File: src/rtl/arp_tx_v2.sv
// ARP frame transmitter onto an 8-bit GMII TX interface.
// Accepts one request at a time over valid/ready, builds the Ethernet/ARP
// frame byte by byte, appends the CRC-32 FCS and then holds an inter-frame gap.
module arp_tx_v2 #(
    parameter int unsigned PREAMBLE_LEN = 7,
    parameter int unsigned MIN_PAYLOAD  = 46,
    parameter int unsigned IFG_CYCLES   = 12,
    parameter int unsigned CNT_W        = 16
) (
    input  logic             clk,
    input  logic             rst_n,
    input  logic [47:0]      local_mac,
    input  logic [31:0]      local_ip,
    input  logic             req_valid,
    output logic             req_ready,
    input  logic             req_type,
    input  logic [47:0]      req_mac,
    input  logic [31:0]      req_ip,
    output logic             gmii_tx_en,
    output logic [7:0]       gmii_txd,
    output logic             tx_busy,
    output logic             tx_done,
    output logic [CNT_W-1:0] tx_frame_cnt
);

    typedef enum logic [2:0] {IDLE, PRE, HEAD, DATA, FCS, IFG} state_t;

    localparam logic [5:0] PRE_LAST  = 6'(PREAMBLE_LEN);
    localparam logic [5:0] HEAD_LAST = 6'd13;
    localparam logic [5:0] DATA_LAST = 6'(MIN_PAYLOAD - 1);
    localparam logic [5:0] FCS_LAST  = 6'd3;
    localparam logic [7:0] IFG_LAST  = 8'(IFG_CYCLES - 1);

    state_t      state, state_nx;
    logic [5:0]  cnt;
    logic [7:0]  ifg_cnt;
    logic [31:0] crc;
    logic [31:0] fcs;
    logic        crc_en;
    logic [7:0]  data_byte;

    logic [47:0] r_lmac, r_rmac;
    logic [31:0] r_lip, r_rip;
    logic        r_type;

    // Byte i (0 = most significant) of a MAC address.
    function automatic logic [7:0] mac_byte(input logic [47:0] m, input logic [5:0] i);
        logic [7:0] b;
        b = '0;
        case (i)
            6'd0: b = m[47:40];
            6'd1: b = m[39:32];
            6'd2: b = m[31:24];
            6'd3: b = m[23:16];
            6'd4: b = m[15:8];
            6'd5: b = m[7:0];
            default: b = '0;
        endcase
        return b;
    endfunction

    // Byte i (0 = most significant) of an IPv4 address.
    function automatic logic [7:0] ip_byte(input logic [31:0] a, input logic [5:0] i);
        logic [7:0] b;
        b = '0;
        case (i)
            6'd0: b = a[31:24];
            6'd1: b = a[23:16];
            6'd2: b = a[15:8];
            6'd3: b = a[7:0];
            default: b = '0;
        endcase
        return b;
    endfunction

    // Reflected CRC-32 update over one byte, LSB first.
    function automatic logic [31:0] crc_next(input logic [31:0] c_in, input logic [7:0] d);
        logic [31:0] c;
        logic        fb;
        c = c_in;
        for (int unsigned i = 0; i < 8; i++) begin
            fb = c[0] ^ d[i];
            c  = {1'b0, c[31:1]} ^ (fb ? 32'hEDB88320 : 32'h0);
        end
        return c;
    endfunction

    // State register.
    always_ff @(posedge clk or negedge rst_n) begin
        if (!rst_n) state <= IDLE;
        else        state <= state_nx;
    end

    // ARP payload byte for the current DATA position, padding included.
    always_comb begin
        data_byte = '0;
        if (cnt == 6'd1 || cnt == 6'd3 || cnt == 6'd6) data_byte = '0;
        if (cnt == 6'd1) data_byte = 8'h01;
        else if (cnt == 6'd2) data_byte = 8'h08;
        else if (cnt == 6'd4) data_byte = 8'h06;
        else if (cnt == 6'd5) data_byte = 8'h04;
        else if (cnt == 6'd7) data_byte = r_type ? 8'h02 : 8'h01;
        else if (cnt >= 6'd8 && cnt < 6'd14)  data_byte = mac_byte(r_lmac, cnt - 6'd8);
        else if (cnt >= 6'd14 && cnt < 6'd18) data_byte = ip_byte(r_lip, cnt - 6'd14);
        else if (cnt >= 6'd18 && cnt < 6'd24) data_byte = r_type ? mac_byte(r_rmac, cnt - 6'd18) : 8'h00;
        else if (cnt >= 6'd24 && cnt < 6'd28) data_byte = ip_byte(r_rip, cnt - 6'd24);
    end

    // Next-state logic and GMII/handshake outputs decoded from state.
    always_comb begin
        state_nx   = state;
        req_ready  = 1'b0;
        gmii_tx_en = 1'b0;
        gmii_txd   = '0;
        tx_busy    = 1'b1;
        tx_done    = 1'b0;
        crc_en     = 1'b0;
        fcs        = ~crc;
        case (state)
            IDLE: begin
                req_ready = 1'b1;
                tx_busy   = 1'b0;
                if (req_valid) state_nx = PRE;
            end
            PRE: begin
                gmii_tx_en = 1'b1;
                gmii_txd   = (cnt == PRE_LAST) ? 8'hD5 : 8'h55;
                if (cnt == PRE_LAST) state_nx = HEAD;
            end
            HEAD: begin
                gmii_tx_en = 1'b1;
                crc_en     = 1'b1;
                if (cnt < 6'd6)       gmii_txd = r_type ? mac_byte(r_rmac, cnt) : 8'hFF;
                else if (cnt < 6'd12) gmii_txd = mac_byte(r_lmac, cnt - 6'd6);
                else if (cnt == 6'd12) gmii_txd = 8'h08;
                else                   gmii_txd = 8'h06;
                if (cnt == HEAD_LAST) state_nx = DATA;
            end
            DATA: begin
                gmii_tx_en = 1'b1;
                crc_en     = 1'b1;
                gmii_txd   = data_byte;
                if (cnt == DATA_LAST) state_nx = FCS;
            end
            FCS: begin
                gmii_tx_en = 1'b1;
                case (cnt)
                    6'd0:    gmii_txd = fcs[7:0];
                    6'd1:    gmii_txd = fcs[15:8];
                    6'd2:    gmii_txd = fcs[23:16];
                    default: gmii_txd = fcs[31:24];
                endcase
                if (cnt == FCS_LAST) state_nx = IFG;
            end
            IFG: begin
                tx_done = (ifg_cnt == 8'd0);
                if (ifg_cnt == IFG_LAST) state_nx = IDLE;
            end
            default: state_nx = IDLE;
        endcase
    end

    // Byte position within the current frame section; restarts on every state change.
    always_ff @(posedge clk or negedge rst_n) begin
        if (!rst_n)                 cnt <= '0;
        else if (state_nx != state) cnt <= '0;
        else if (state != IDLE && state != IFG) cnt <= cnt + 6'd1;
    end

    // Inter-frame gap length counter.
    always_ff @(posedge clk or negedge rst_n) begin
        if (!rst_n)            ifg_cnt <= '0;
        else if (state == IFG) ifg_cnt <= ifg_cnt + 8'd1;
        else                   ifg_cnt <= '0;
    end

    // CRC accumulates each HEAD/DATA byte in the cycle it is driven; reseeded at accept.
    always_ff @(posedge clk or negedge rst_n) begin
        if (!rst_n)                        crc <= '1;
        else if (state == IDLE && req_valid) crc <= '1;
        else if (crc_en)                   crc <= crc_next(crc, gmii_txd);
    end

    // Request fields and local addresses frozen at accept.
    always_ff @(posedge clk or negedge rst_n) begin
        if (!rst_n) begin
            r_lmac <= '0;
            r_lip  <= '0;
            r_rmac <= '0;
            r_rip  <= '0;
            r_type <= 1'b0;
        end else if (state == IDLE && req_valid) begin
            r_lmac <= local_mac;
            r_lip  <= local_ip;
            r_rmac <= req_mac;
            r_rip  <= req_ip;
            r_type <= req_type;
        end
    end

    // Completed-frame counter, visible in the first IFG cycle together with tx_done.
    always_ff @(posedge clk or negedge rst_n) begin
        if (!rst_n)                            tx_frame_cnt <= '0;
        else if (state == FCS && state_nx == IFG) tx_frame_cnt <= tx_frame_cnt + 1'b1;
    end

endmodule

File: config.mk
export PLATFORM = sky130hd
export DESIGN_NAME = arp_tx_v2
export DESIGN_NICKNAME = d
export VERILOG_FILES = /design/src/rtl/arp_tx_v2.sv
export SDC_FILE = /design/constraint.sdc
export NUM_CORES = 1
export LEC_CHECK = 0
export CAP_MARGIN = 25
export CORE_ASPECT_RATIO = 0.6
export CORE_MARGIN = 2
export CORE_UTILIZATION = 55
export CTS_BUF_LIST = sky130_fd_sc_hd__clkbuf_8 sky130_fd_sc_hd__clkbuf_16
export DETAILED_ROUTE_END_ITERATION = 10
export HOLD_SLACK_MARGIN = 0.02
export PLACE_DENSITY = 0.81
export SLEW_MARGIN = 20
export SYNTH_ARGS = -nofsm -noshare
export SYNTH_HDL_FRONTEND = slang
export SYNTH_SLANG_ARGS = --single-unit
File: constraint.sdc
create_clock -name clk -period 5.4 [get_ports clk]
set_input_delay 0.54 -clock clk [delete_from_list [all_inputs] [get_ports clk]]
set_output_delay 0.54 -clock clk [all_outputs]
set_load 0.03 [all_outputs]
==> flow_summary.toml, run 1 <==
[drt]
drt_wl_total_um = 44300
vias = 12444
detail-route-antenna-nets = 0
viasPerCell = 6.23
firstDrtPassIters = 5
drtIter0Drc = 1674
post_drt_wl_per_cell_um = 22.2
drc_errors = 0

[worst_setup_path]
worstPathArrival_ps = 4630
critPathRequiredTime_ps = 4860
crit_path_start_kind = "register"
cp_cell_sequence = "inv_1, ha_2, inv_1, nor3_1, a221o_1, o41ai_1, a21oi_1, nor2_1, inv_1, clkdlybuf4s50_1"
cpMaxStageDelayCell = "o41ai_1"
cpMostUsedCell = "inv_1"
slowest_delay_ps = 750
worst-path-max-fanout = 24
worstSetupPathType = "register to output port"
endpoint_kind = "output port"

[timing]
worst_slew_pin_slew_ps = 1070
fin_setup_tns_ps = 0
period_minus_slack_ps = 5170
fin_ws_ps = 229
hold_violations = 0
fin_skew_ps = 17.4
relSlewSlack_pct = 28.4
setup_violations = 0
hold_ws_ps = 64.8
period_share_pct = 95.8
grt_setup_unrepaired = "no"
drv_slew = 0
fmax_ghz = 0.193

[pwr]
ir_drop_mv = 0.223
power_mw = 3.47
p_leak_nw = 7.41
p_per_area_nw_per_um2 = 218

[logic_synthesis]
ys_ff_latch = 226
synth_top_family_by_area = "simple AND/OR/NAND/NOR gates"
synthXorXnorAreaFrac_pct = 7.17
synth_compound_area_share_pct = 16.9
seq_area_frac_synth_pct = 44.1
yosysWarnings = 0
syn_inst = 1512
yosys.cell_types.count = 91
muxShareOfSynthArea_pct = 0.174
ys_async_sr_fraction_pct = 100
synthesis.nets = 1691
synth_edf_count = 0
yosys.area_share.adder_pct = 1.45
avgSynthCellArea_sq_um = 8.55
synth_area_sq_um = 12900
synth_ff_type = "dfrtp_1"
yosys.area_share.simple_pct = 26.4

[cts]
htreeDepth = 1
clk_latency_ps = 540
cts.reportedPaths.clkPinSlew_ps = 70
cts_buffer_depth = 3
post_cts.repair.setup_buffers = 0
cts_sinks = 226
cts_buffers = 22
cts_tree = "built"
cts_hold_buf = 0
ctsResizeCount = 0
cts-root-buf = "clkbuf_16"

[placed_design]
dp.cells = 1955
gp_congestion = 1.02
io_buffers = 191
pre_cts_slack_ps = 728
dpl_cell_area_sq_um = 15100
detailed_place_hpwl_um = 32400

[die]
dieArea_sq_um = 24800
core_sq_um = 23100
start_util_pct = 56.0
die_h_um = 123
io_pins = 192
chipWidth_um = 202
rows = 43

[grt]
grt_pass1_wl_um = 69200
grt_start_max_net_pins = 194
grtUsageTotal_pct = 36.2
grt_pass1_vias = 11853
antenna_found_initial = 1
grt.overflow.total = 0

[hold_path]
hold_path_class = "primary input to async pin"

[cells_and_area]
final_common_cell = "nand2_1"
drive_above_1_share_pct = 8.39
finish.utilization_pct = 68.8
final_area_sq_um = 15900
n_fill_cell = 1821
seqCellArea_sq_um = 5700
multiInputGateArea_sq_um = 6750
instances_no_fill = 1996
mostFrequentLayoutCells = "nand2_1, dfrtp_1, clkdlybuf4s50_1"
diodes = 0
nets = 1844
area_growth_pct = 22.8

[status]
status = "completed"

[job]
maxCapViolCount = 0
==> worst paths after layout <==
check / startpoint / to / slack, ps / depth (start not counted)
min in group clk: r_rip[20] / r_rip[20] / 480 / 2
max in group asynchronous: rst_n / r_lip[30] / 4180 / 2
max: cnt[1] / gmii_txd[4] / 230 / 10
min reg2reg: r_rip[20] / r_rip[20] / 480 / 2
min: rst_n / r_lmac[24] / 60 / 1
max reg2reg: cnt[1] / crc[16] / 540 / 12
==> metal layers <==
metal  wire [um]  share of wire [%]  GRT usage [%]
met5           0                  0              0
met4         793                1.8           7.03
met3        5360                 12           8.50
met2       17800                 40           50.5
met1       20400                 46           56.9
==> cell usage after synthesis, drive strengths merged, types with 11 or more instances <==
library cell | instances | area share (%)
nand4 | 14 | 0.68
nor3 | 49 | 1.9
xor2 | 27 | 1.9
a22oi | 46 | 2.7
clkbuf | 59 | 1.7
nand2 | 525 | 15
dfrtp | 194 | 38
nor2 | 42 | 1.4
and3 | 26 | 1.3
ha | 15 | 1.5
buf | 38 | 1.5
nand3 | 38 | 1.5
o21ai | 28 | 1.1
nand2b | 11 | 0.53
a31oi | 18 | 0.87
a21oi | 63 | 2.5
dfstp | 32 | 6.5
xnor2 | 50 | 3.5
a211oi | 14 | 0.95
a221oi | 20 | 1.4
a222oi | 13 | 1.0
inv | 21 | 0.61
==> cells by family after synthesis <==
kind of cell,after synthesis
AO/OA/AOI/OAI,293
XOR/XNOR,87
multiplexers,2
flip-flops,226
adder cells (fa/ha/maj),15
AND/OR/NAND/NOR,771
buffers and inverters,118
==> cell type report <==
| class | instances | area share (%) |
|---|---|---|
| repair buffers | 226 | 13.9 |
| clock inverters | 17 | 1.13 |
| flip-flops and latches | 226 | 35.9 |
| clock buffers | 23 | 3.55 |
| well taps | 315 | 2.48 |
| multi-input cells | 1168 | 42.5 |
| inverters | 21 | 0.496 |
==> sequential cells by signal, summed over array words and instances, names as in the netlist <==
name / flops
r_lip: 32
cnt: 6
r_type: 1
tx_frame_cnt: 16
r_rip: 32
r_lmac: 48
ifg_cnt: 8
state: 3
crc: 32
r_rmac: 48
==> power by group <==
group          switching, mW  internal [mW]
clock network          0.707          0.911
logic                 0.0520          0.105
registers                  0           1.69
total                  0.759           2.71
==> worst max-delay path, delay by kind of cell, from the launching register on <==
| family | cells | cell delay [ps] |
|---|---|---|
| AO/OA/AOI/OAI | 3 | 1350 |
| buffers and inverters | 4 | 1170 |
| flip-flops | 1 | 680 |
| AND/OR/NAND/NOR | 2 | 460 |
| adder cells (fa/ha/maj) | 1 | 400 |
No activity file was read; power rests on OpenSTA's default activity.
==> run 2: changes to the inputs <==
--- a/config.mk
+++ b/config.mk
@@ -5,11 +5,11 @@
 export SDC_FILE = /design/constraint.sdc
 export NUM_CORES = 1
 export LEC_CHECK = 0
+export ABC_CLOCK_PERIOD_IN_PS = 5400
 export CAP_MARGIN = 25
 export CORE_ASPECT_RATIO = 0.6
 export CORE_MARGIN = 2
 export CORE_UTILIZATION = 55
-export CTS_BUF_LIST = sky130_fd_sc_hd__clkbuf_8 sky130_fd_sc_hd__clkbuf_16
 export DETAILED_ROUTE_END_ITERATION = 10
 export HOLD_SLACK_MARGIN = 0.02
 export PLACE_DENSITY = 0.81
==> run 2 against run 1 <==
Against the previous run:
- clock power barely moved
- sequential share of layout area did not move
- power rose by 0.17%
==> flow_summary.toml, run 2 (same netlist as run 1, synthesis figures left out) <==
[cells_and_area]
diodes = 0
nets = 1844
drive_above_1_share_pct = 8.39
mostFrequentLayoutCells = "nand2_1, dfrtp_1, clkdlybuf4s50_1"
area_growth_pct = 22.8
reg_top3 = "r_lmac x48, r_rmac x48"
n_fill_cell = 1821
final_common_cell = "nand2_1"

[worst_setup_path]
path_delay_family = "compound AO/OA/AOI/OAI gates"
worstPathArrival_ps = 4640
cpMaxStageDelayCell = "o41ai_1"
critPathRequiredTime_ps = 4860
crit_buf_inv = 4
worst-path-max-fanout = 24
reg2reg_from = "cnt[1]"
reg2reg_to = "crc[16]"
r2r_slack_ps = 540
startpoint = "cnt[1]"
crit_path_start_kind = "register"
endpoint_kind = "output port"
worstSetupPathType = "register to output port"
crit_cells = 10
critical_path.endpoint = "gmii_txd[4]"
cpMostUsedCell = "inv_1"
cp_cell_sequence = "inv_1, ha_2, inv_1, nor3_1, a221o_1, o41ai_1, a21oi_1, nor2_1, inv_1, clkdlybuf4s50_1"
reg2reg_depth = 12
slowest_delay_ps = 750

[pwr]
p_per_area_nw_per_um2 = 219
power_mw = 3.47
p_comb_share_pct = 4.5
p_seq_share_pct = 48.7
p_int_mw = 2.72
ir_drop_mv = 0.224
p_leak_nw = 7.40
switching_share_pct = 21.8
p_sw_mw = 0.759
power_frac_clock_pct = 46.7

[grt]
grt_pass1_vias = 11853
antenna_found_initial = 1
grt_pass1_wl_um = 69200
grt.overflow.total = 0
grt_start_max_net_pins = 194
grtUsageTotal_pct = 36.2

[cts]
post_cts.repair.setup_buffers = 0
ctsResizeCount = 0
cts_hold_buf = 0
cts_tree = "built"
cts_buffer_depth = 3
htreeDepth = 1
cts_sinks = 226
clk_latency_ps = 540
cts-root-buf = "clkbuf_16"
cts.reportedPaths.clkPinSlew_ps = 70
cts_buffers = 22

[drt]
drc_errors = 0
viasPerCell = 6.26
drt_wl_total_um = 44400
post_drt_wl_per_cell_um = 22.3
detail-route-antenna-nets = 0
drtIter0Drc = 1673
vias = 12492
firstDrtPassIters = 6

[timing]
drv_slew = 0
fmax_ghz = 0.193
grt_setup_unrepaired = "no"
period_minus_slack_ps = 5180
fin_skew_ps = 19.1
fin_setup_tns_ps = 0
relSlewSlack_pct = 28.9
hold_violations = 0
worst_slew_pin_slew_ps = 1070
period_share_pct = 95.9
setup_violations = 0

[die]
dieArea_sq_um = 24800
rows = 43
io_pins = 192
chipWidth_um = 202
die_h_um = 123
core_sq_um = 23100
start_util_pct = 56.0

[placed_design]
io_buffers = 191
detailed_place_hpwl_um = 32400
gp_congestion = 1.02

[status]
status = "completed"

[job]
maxCapViolCount = 0

[hold_path]
hold_path_class = "primary input to async pin"
-- run 2: metal layers --
| metal | global-route usage, % | up-vias | routed length, um |
|---|---|---|---|
| li1 | - | 5593 | - |
| met1 | 56.9 | 6026 | 20500 |
| met2 | 50.5 | 784 | 17800 |
| met3 | 8.50 | 89 | 5380 |
| met4 | 7.03 | 0 | 776 |
| met5 | 0 | - | 0 |
-- run 2: cell type report --
class / instances / area, sq um / share of cell area, %
timing repair buffer: 226 / 2210 / 13.9
clock buffer: 26 / 576 / 3.62
sequential: 226 / 5700 / 35.9
tap: 315 / 394 / 2.48
clock inverter: 14 / 169 / 1.06
inverter: 21 / 78.8 / 0.496
multi-input combinational: 1168 / 6750 / 42.5
-- run 2: stage by stage --
stage	instance area (sq um)	setup slack, ps	hold WS, ps	util (%)	cells
final	15900	222	67.0	68.8	1996
after global routing	15900	87.2	142	68.8	1996
after CTS	15900	359	130	68.7	1995
after detailed placement	15100	728	465	65.4	1955
after global placement	15100	918	459	65.4	1955
after floorplan	12900	1300	244	-	1512
-- run 2: worst min-delay path by stage --
stage	to	slack (ps)	cells after the start
global route	r_lmac[24]	140	1
detailed placement	tx_frame_cnt[15]	460	1
CTS	r_lmac[24]	130	1
floorplan	cnt[0]	240	0
global placement	r_lip[20]	460	2
finish	r_lmac[24]	70	1
-- run 2: power groups by stage --
stage                     Clock [mW]  Sequential, mW  Combinational [mW]
after floorplan                    0            1.73             0.00166
after global placement             0            1.72               0.157
after detailed placement           0            1.72               0.159
after CTS                       1.63            1.69               0.160
after global routing            1.70            1.69               0.171
final                           1.62            1.69               0.157
